### config.mk
export PLATFORM = sky130hd
export DESIGN_NAME = imem_loader
export DESIGN_NICKNAME = d
export VERILOG_FILES = /design/src/rtl/imem_loader_pkg.sv /design/src/rtl/imem_word_assembler.sv /design/src/rtl/imem_loader.sv
export SDC_FILE = /design/constraint.sdc
export NUM_CORES = 1
export LEC_CHECK = 0
export BUFFER_PORTS_ARGS = -buffer_cell sky130_fd_sc_hd__buf_2
export CAP_MARGIN = 15
export CORE_ASPECT_RATIO = 0.7
export CORE_MARGIN = 10
export CORE_UTILIZATION = 35
export CTS_CLUSTER_DIAMETER = 120
export CTS_CLUSTER_SIZE = 24
export DETAILED_ROUTE_END_ITERATION = 8
export PLACE_DENSITY_LB_ADDON = 0.1
export SYNTH_ARGS = -nofsm -noshare
export SYNTH_HDL_FRONTEND = slang
export SYNTH_HIERARCHICAL = 1
export SYNTH_SLANG_ARGS = --single-unit
### constraint.sdc
create_clock -name clk -period 4.3 [get_ports clk]
set_input_delay 0.86 -clock clk [delete_from_list [all_inputs] [get_ports clk]]
set_output_delay 0.86 -clock clk [all_outputs]
set_load 0.01 [all_outputs]
### src/rtl/imem_loader_pkg.sv
// Shared constants for the instruction-memory loader: FSM state codes,
// the default memory depth and the width of the per-word byte counter.
package imem_loader_pkg;

    // Default number of 32-bit words in the target instruction memory.
    localparam int DEPTH_DEFAULT = 128;

    // Four bytes per word, so a 2-bit counter wraps exactly once per word.
    localparam int BCNT_W = 2;

    // Loader FSM state codes.
    localparam logic [2:0] ST_IDLE  = 3'd0;
    localparam logic [2:0] ST_COUNT = 3'd1;
    localparam logic [2:0] ST_BYTES = 3'd2;
    localparam logic [2:0] ST_WRITE = 3'd3;
    localparam logic [2:0] ST_DONE  = 3'd4;
    localparam logic [2:0] ST_ERR   = 3'd5;

endpackage

### src/rtl/imem_word_assembler.sv
// Collects four serial bytes into one big-endian 32-bit word.
// The first byte of a word lands in [31:24], the fourth in [7:0].
module imem_word_assembler
    import imem_loader_pkg::*;
(
    input  logic        clk,
    input  logic        rst,
    input  logic        clr_i,
    input  logic        push_i,
    input  logic [7:0]  byte_i,
    output logic [31:0] word_o,
    output logic        word_complete_o
);

    logic [BCNT_W-1:0] cnt_q, cnt_d;
    logic [31:0]       shift_q, shift_d;

    // The word as it stands once the current byte is shifted in; valid
    // together with word_complete_o so the loader can register it directly.
    assign word_o          = {shift_q[23:0], byte_i};
    assign word_complete_o = push_i && !clr_i && (cnt_q == {BCNT_W{1'b1}});

    // Next-state logic for the byte counter and shift register.
    always_comb begin
        // NOTE: every always_comb output gets a default first so no path can leave it unassigned and infer a latch.
        cnt_d   = cnt_q;
        shift_d = shift_q;
        if (clr_i) begin
            cnt_d   = '0;
            shift_d = '0;
        end else if (push_i) begin
            cnt_d   = cnt_q + 1'b1;
            shift_d = word_o;
        end
    end

    // Counter and shift register, cleared by synchronous reset.
    always_ff @(posedge clk) begin
        // NOTE: sequential state uses non-blocking assignments so every register samples pre-edge values.
        if (rst) begin
            cnt_q   <= '0;
            shift_q <= '0;
        end else begin
            cnt_q   <= cnt_d;
            shift_q <= shift_d;
        end
    end

endmodule

### src/rtl/imem_loader.sv
// Serial program loader: receives a word count followed by big-endian
// instruction bytes and writes them to word-indexed instruction memory,
// stalling the processor for the duration of the load.
module imem_loader
    import imem_loader_pkg::*;
#(
    parameter int DEPTH = DEPTH_DEFAULT,
    parameter int AW    = 32
) (
    input  logic          clk,
    input  logic          rst,
    input  logic          start,
    input  logic [7:0]    byte_in,
    input  logic          byte_valid,
    output logic          byte_ready,
    output logic          imem_we,
    output logic [AW-1:0] imem_addr,
    output logic [31:0]   imem_wdata,
    output logic          cpu_hold,
    output logic          done,
    output logic          err
);

    localparam int IW = (DEPTH > 1) ? $clog2(DEPTH) : 1;

    logic [2:0]    state_q, state_d;
    logic [7:0]    count_q, count_d;
    logic [IW-1:0] index_q, index_d;

    logic          byte_ready_q, imem_we_q, cpu_hold_q, done_q, err_q;
    logic [AW-1:0] imem_addr_q;
    logic [31:0]   imem_wdata_q;

    logic          xfer, start_ok, last_word;
    logic          asm_clr, asm_push, word_complete;
    logic [31:0]   asm_word;

    // byte_ready is registered and tracks state, so a transfer is simply
    // valid while the registered ready is high.
    assign xfer      = byte_valid && byte_ready_q;
    assign start_ok  = start && ((state_q == ST_IDLE) || (state_q == ST_DONE) ||
                                 (state_q == ST_ERR));
    assign last_word = ((32'(index_q) + 32'd1) == 32'(count_q));
    assign asm_push  = xfer && (state_q == ST_BYTES);
    assign asm_clr   = start_ok || (xfer && (state_q == ST_COUNT)) ||
                       (state_q == ST_WRITE);

    imem_word_assembler u_asm (
        .clk             (clk),
        .rst             (rst),
        .clr_i           (asm_clr),
        .push_i          (asm_push),
        .byte_i          (byte_in),
        .word_o          (asm_word),
        .word_complete_o (word_complete)
    );

    // FSM next state, word count capture and word index update.
    always_comb begin
        state_d = state_q;
        count_d = count_q;
        index_d = index_q;
        case (state_q)
            ST_IDLE, ST_DONE, ST_ERR: begin
                if (start) begin
                    state_d = ST_COUNT;
                    index_d = '0;
                end
            end
            ST_COUNT: begin
                if (xfer) begin
                    count_d = byte_in;
                    if (byte_in == 8'd0)
                        state_d = ST_DONE;
                    else if (32'(byte_in) > DEPTH)
                        state_d = ST_ERR;
                    else
                        state_d = ST_BYTES;
                end
            end
            ST_BYTES: begin
                if (word_complete)
                    state_d = ST_WRITE;
            end
            ST_WRITE: begin
                // The index stops on the last written word so it never
                // reaches DEPTH even when N == DEPTH.
                if (last_word) begin
                    state_d = ST_DONE;
                end else begin
                    state_d = ST_BYTES;
                    index_d = index_q + 1'b1;
                end
            end
            default: state_d = ST_IDLE;
        endcase
    end

    // State, counters and registered outputs; outputs derive from the next
    // state so they line up with the state they describe.
    always_ff @(posedge clk) begin
        if (rst) begin
            state_q      <= ST_IDLE;
            count_q      <= '0;
            index_q      <= '0;
            byte_ready_q <= 1'b0;
            imem_we_q    <= 1'b0;
            imem_addr_q  <= '0;
            imem_wdata_q <= '0;
            cpu_hold_q   <= 1'b0;
            done_q       <= 1'b0;
            err_q        <= 1'b0;
        end else begin
            state_q      <= state_d;
            count_q      <= count_d;
            index_q      <= index_d;
            byte_ready_q <= (state_d == ST_COUNT) || (state_d == ST_BYTES);
            imem_we_q    <= (state_d == ST_WRITE) && (state_q == ST_BYTES);
            cpu_hold_q   <= (state_d == ST_COUNT) || (state_d == ST_BYTES) ||
                            (state_d == ST_WRITE);
            done_q       <= (state_d == ST_DONE);
            err_q        <= (state_d == ST_ERR);
            // Address and data change only when a write is launched and
            // hold their last values otherwise.
            if (word_complete) begin
                imem_addr_q  <= AW'(index_q);
                imem_wdata_q <= asm_word;
            end
        end
    end

    assign byte_ready = byte_ready_q;
    assign imem_we    = imem_we_q;
    assign imem_addr  = imem_addr_q;
    assign imem_wdata = imem_wdata_q;
    assign cpu_hold   = cpu_hold_q;
    assign done       = done_q;
    assign err        = err_q;

endmodule

Word-level counts from Yosys, hierarchy flattened
Cells that the tools add are included.
Word-level totals
  flip-flop bits (word level): 88
  output and inout bits: 69
  word-level logic and storage cells: 61
  input bits: 12
Operators by class
  reduce and logical (&&, ||, !) cells: 21
  eq/ne operators: 14
  magnitude comparators: 1
  multiplexer cells: 10
  add/sub/neg operators: 3
Operator list (number)
  2-to-1 mux 3 bit: 6
  2-to-1 mux 7 bit: 2
  case mux 7 bit (2 select lines): 1
  == test 3 x 2 -> 1 bit, second input constant: 4
  == test 3 bit, second input constant: 4
  case mux 3 bit (4 select lines): 1
  adder 7 x 1 -> 8 bit, second input constant: 1
  == test 8 bit: 1
  > comparator 8 bit, second input constant: 1
  logical NOT 8 bit: 1
  adder 7 x 1 -> 7 bit, second input constant: 1
  logical AND 1 bit: 7
  == test 3 x 1 -> 1 bit, second input constant: 2
  logical OR 1 bit: 6
  != test 2 bit, second input constant: 2
  logical NOT 3 bit: 1
  AND reduction 3 bit: 1
  OR reduction 3 bit: 1
  adder 2 x 1 -> 2 bit, second input constant: 1
  == test 2 bit, second input constant: 1
  AND reduction 2 bit: 1
  nonzero test 2 bit: 1
  OR reduction 2 bit: 1
  logical NOT 1 bit: 1

Longest topological paths before layout
  word-level depth: 14
  gate-level depth with buffers: 12
  depth with buffers taken out: 10

Hierarchy
The synthesis kept the hierarchy.
By module, submodules not included
  imem_loader: instances 1, cells an instance 312, area an instance 2855.2 um^2, seq. area each 1241.2 um^2
  imem_word_assembler: instances 1, cells an instance 95, area an instance 1043.5 um^2, seq. area each 520.5 um^2

Worst setup path after synthesis
OpenSTA, ideal clock, no wires.
  path type: input to register
  start point: input start
  end point: register imem_wdata_q[13], in the netlist imem_wdata[13]
  stages: 10
  data arrival time: 2.798 ns
  data required time: 4.172 ns
  path slack: 1.374 ns
  library setup time: 0.128 ns
  path buffers: 4
  cell sequence: or3b_2 > clkbuf_2 > and2_1 > nand2_1 > and3b_2 > clkbuf_1 > buf_1 > buf_2 > mux2i_1 > nor2_1
On the way
  word-level cells in the longest chain between the ends: 6
RTL lines
  from (decl): line imem_loader.sv:12  | input logic start,
  logical AND 1 bit: line imem_loader.sv:41  | assign start_ok = start && ((state_q == ST_IDLE) || (state_q == ST_DONE) ||
  logical OR 1 bit (2 in series): line imem_loader.sv:45  | assign asm_clr = start_ok || (xfer && (state_q == ST_COUNT)) ||
  net asm_clr: line imem_loader.sv:35  | logic asm_clr, asm_push, word_complete;
  logical NOT 1 bit: line imem_word_assembler.sv:21  | assign word_complete_o = push_i && !clr_i && (cnt_q == {BCNT_W{1'b1}});
  logical AND 1 bit (2 in series): line imem_word_assembler.sv:21
  net word_complete: line imem_loader.sv:35
  to (signal assigned): line imem_loader.sv:127  | imem_wdata_q <= asm_word;
  to (decl): line imem_loader.sv:32  | logic [31:0] imem_wdata_q;
The timed path passes the listed nets, and every way through them passes these cells.
A chain may end at the register's enable or synchronous reset.

Worst setup path after layout
  start point: register state_q[1]
  end point: register imem_addr_q[4], in the netlist imem_addr[4]
On the way
  elaborated cells on any way between the ends: 16
  classes of those cells: eq/ne (5); reduce/logical (11)
RTL lines
  from (decl): line imem_loader.sv:26  | logic [2:0] state_q, state_d;
  from (signal assigned): line imem_loader.sv:114  | state_q <= state_d;
  == test 3 x 2 -> 1 bit: line imem_loader.sv:44  | assign asm_push = xfer && (state_q == ST_BYTES);
  logical AND 1 bit: line imem_loader.sv:44
  net asm_push: line imem_loader.sv:35
  logical AND 1 bit (2 in series): line imem_word_assembler.sv:21
  net word_complete: line imem_loader.sv:35
  to (signal assigned): line imem_loader.sv:126  | imem_addr_q <= AW'(index_q);
  to (decl): line imem_loader.sv:31  | logic [AW-1:0] imem_addr_q;
The timed path passes the listed nets, and every way through them passes these cells.

==> summary.md <==
The flow ran to the end, and the final reports show no timing, DRC or antenna violations. The routed layout has 2815 vias. The synthesized design devotes to its leading area cell type 45.2% of total area. A synthesized cell averages 9.58 sq um.

Buffers inserted during clock tree synthesis total 9. The internal portion of the total power is 1.29 mW. The number of cells on the worst reg-to-reg path is 7. The reported max-cap violation count was 0. The post-layout minimum cycle time came out at 2.78 ns. With fillers left out, the area of the finished cells amounts to 0.00434 sq mm. Of all flip-flops after synthesis, the portion carrying an async set or reset was 0%.

For the placed instance count, the log shows 583. TritonCTS built the clock tree. In this run, the clock network consumes 45.6% of the power.

Ranked by total cell area, the synthesized netlist is headed by sky130_fd_sc_hd__dfxtp_1, sky130_fd_sc_hd__mux2i_1, sky130_fd_sc_hd__nor2_1. Number of filler instances in the final layout: 1107. The die outline width is 146 um. The sequential share of power was 49.1%; the post-route DRC violation count was 0. The clock sink total was 88; the transition time at the pin with the least slew margin was 1.01 ns.

Along the worst hold path, the cell count comes to 2. Antenna diode count: 0. Buffers placed on the I/O ports in this run total 55. For the number of buffers inserted to repair setup after CTS, the log shows 0. The run gives 0 as the count of hold buffers inserted by post-cts repair. The floorplan step set the die height to 108 um. Number of synthesized flops with an enable pin: 0. The dominant register cell in the synthesized netlist is sky130_fd_sc_hd__dfxtp_1. Relative to the synthesized area, the layout overhead comes to 11.2%. Before antenna repair, the detailed router went through 4 iterations. The leakage power is 1.65 nW, and the routed length per placed instance is 15.5 um.

The root buffer selected by CTS is sky130_fd_sc_hd__clkbuf_16. Setup violations remaining at the end of the flow were counted as 0. The run gives 455 as the final net count. The clock passes through at most 2 buffers. For the via count of the first global-routing pass, the log shows 2681. The routed design has 9.27 mm of wire. The capture endpoint of the worst hold path was count_q[0]. Pin placement for this block handled 81 I/O pins.

In this run, distinct cell masters in the synthesized netlist total 53. Global routing finished with a remaining overflow of 0. For the source-to-sink clock delay at the later pin of the worst-skew pair, the log shows 0.34 ns.

After legalization and detailed placement, the total HPWL measured 6.48 mm. The synthesized design spends more area on one cell type than any other, namely sky130_fd_sc_hd__dfxtp_1. After synthesis the cells add up to 0.00390 sq mm. CTS built an H-tree with a depth of 3. The vias per cell was 4.71; the floorplan row count was 32. The placeable core area was 0.0109 sq mm. The library cell used most frequently in the layout, excluding fill and tap cells, is sky130_fd_sc_hd__dfxtp_1. The logs give 0.834 for the placer's final routability congestion estimate and 360 MHz for the maximum clock rate. The detail route stage leaves a number of antenna-violating nets equal to 0. For the DRC violation total after the first TritonRoute iteration, the log shows 251. The startpoint of the worst register-to-register path is state_q[1]. The clock tree skew after final layout was 0.0110 ns. After layout, the design draws a total of 1.69 mW. The kind of launch point of the worst setup path is a flop. Summing all placed instances gives a cell area of 0.00405 sq mm.

Once the clock tree was built, the resizer swapped 0 gates to a different size. The tools report the initial antenna violation count as 0. The power per cell area works out to 389 mW/mm^2. The setup path with the least slack is of type reg -> reg. The switching portion of total power was 23.4%; the final non-filler cell total was 598. The worst setup path is captured at a flop.

The number of failing hold endpoints at the final stage came out at 0. The worst slew slack as a fraction of its limit is 32.6%, and the critical path data required time is 4.50 ns. Setup repair after global routing left no endpoint under its margin.

For the setup slack of the most critical reg-to-reg path, the log shows 1.52 ns. In this run, the combinational gates consume 5.4% of the power. The first-pass GRT wire length is 14.7 mm.

The path category of the worst min-delay check was reg -> reg. The tools report the worst hold slack across all endpoints as 0.478 ns. The number of instances in the synthesized netlist was 407. The logs give 58 for the maximum number of pins on one net before global-route repair and 35.7% for the effective utilization at floorplan. Worst path arrival time: 2.97 ns. In this run the critical register-to-register path is captured at imem_addr[4]. For the final routed database, the setup TNS stands at 0 ns. The startpoint identified for the worst hold timing path is count_q[0].

Clock-pin slew was measured on the worst setup and hold paths at 0.07 ns. Across the VDD grid, the largest voltage drop is 0.000198 V. Along the worst path, the maximum fanout reaches 39. The library cells used most frequently in the layout, excluding fill and tap cells, are sky130_fd_sc_hd__dfxtp_1, sky130_fd_sc_hd__nor2_1, sky130_fd_sc_hd__mux2i_1. For the total global routing track utilization, the log shows 11.5%. The synthesis warning total was 6; the fraction of final layout cells with drive strength greater than 1 was 18.9%. The total die area is 0.0158 sq mm, and the net switching power is 0.394 mW.

Summing the sequential cell areas from Yosys gives 45.2% of the chip area. The final-report max-slew violation count is 0, and the post-synthesis register bit count is 88. Of the available clock period, the critical path in the final layout requires 64.6%.
[Yosys cell counts (5+ instances only)]
| cell type | n |
|---|---|
| sky130_fd_sc_hd__and3_1 | 5 |
| sky130_fd_sc_hd__nor2_1 | 69 |
| sky130_fd_sc_hd__xnor2_1 | 5 |
| sky130_fd_sc_hd__nand3_1 | 8 |
| sky130_fd_sc_hd__a21oi_1 | 12 |
| sky130_fd_sc_hd__clkbuf_1 | 7 |
| sky130_fd_sc_hd__xor2_1 | 5 |
| sky130_fd_sc_hd__buf_6 | 7 |
| sky130_fd_sc_hd__dfxtp_1 | 88 |
| sky130_fd_sc_hd__buf_4 | 34 |
| sky130_fd_sc_hd__mux2i_1 | 64 |
| sky130_fd_sc_hd__nand2_1 | 25 |
[final cells by class]
class	instances	area, sq um	area share [%]
multi-input combinational	280	1780	41.1
sequential	88	1760	40.6
timing repair buffer	58	298	6.87
clock buffer	10	229	5.28
tap	153	191	4.42
clock inverter	5	58.8	1.36
inverter	4	15.0	0.346
[per-stage QoR]
stage / util, % / setup slack [ns]
2_1_floorplan: - / 1.37
3_3_place_gp: 37.0 / 1.30
3_5_place_dp: 37.0 / 1.21
4_1_cts: 39.7 / 1.49
5_1_grt: 39.7 / 1.29
6_report: 39.7 / 1.52
[critical path: stages, from the launching register on]
cell                      delay, ns
sky130_fd_sc_hd__dfxtp_1       0.53
sky130_fd_sc_hd__nor3b_1       0.34
sky130_fd_sc_hd__and3_1        0.21
sky130_fd_sc_hd__buf_4         0.40
sky130_fd_sc_hd__and3b_2       0.27
sky130_fd_sc_hd__buf_4         0.55
sky130_fd_sc_hd__mux2i_1       0.26
sky130_fd_sc_hd__nor2_1        0.05
[how the worst max path moves through the flow]
| stage | startpoint | to |
|---|---|---|
| final | state_q[1] | imem_addr[4] |
| after global routing | state_q[1] | imem_wdata[27] |
| after CTS | state_q[1] | imem_wdata[27] |
| after detailed placement | start | cpu_hold |
| after global placement | start | cpu_hold |
| after floorplan | start | imem_wdata[13] |
[power by group through the flow]
stage               Sequential (mW)  Clock, mW  Combinational [mW]
floorplan                     0.846          0              0.0916
global placement              0.847          0              0.0882
detailed placement            0.847          0              0.0895
CTS                           0.828      0.790              0.0897
global route                  0.829      0.821               0.100
finish                        0.829      0.769              0.0903
[state kept, by name (all words and copies together), names as in the netlist]
name and count:
index_q 7, cpu_hold 1, u_asm/cnt_q 2, u_asm/shift_q 24, err 1, byte_ready 1, state_q 3, imem_addr 7
imem_wdata 32, imem_we 1, count_q 8, done 1
[per-layer routing]
layer  vias up  global-route usage (%)  routed length [um]
met4         0                    3.49                  91
li1       1400                       -                   -
met1      1320                    16.9                5130
met2        87                    15.0                3500
met3         8                    4.30                 541
met5         -                       0                   0
[logic make-up (layout without fill, tap and decap cells)]
kind of cell	count (synthesis)	after routing	share of synthesized area, %
compound gates	38	38	6.71
xor+xnor	10	10	2.25
fa+ha+maj	2	2	0.642
buf+inv	63	77	11.4
flops	88	88	45.2
mux	64	64	16.4
other cells	1	25	0.0962
simple gates	141	141	17.3
(Power assumes the default switching activity.)
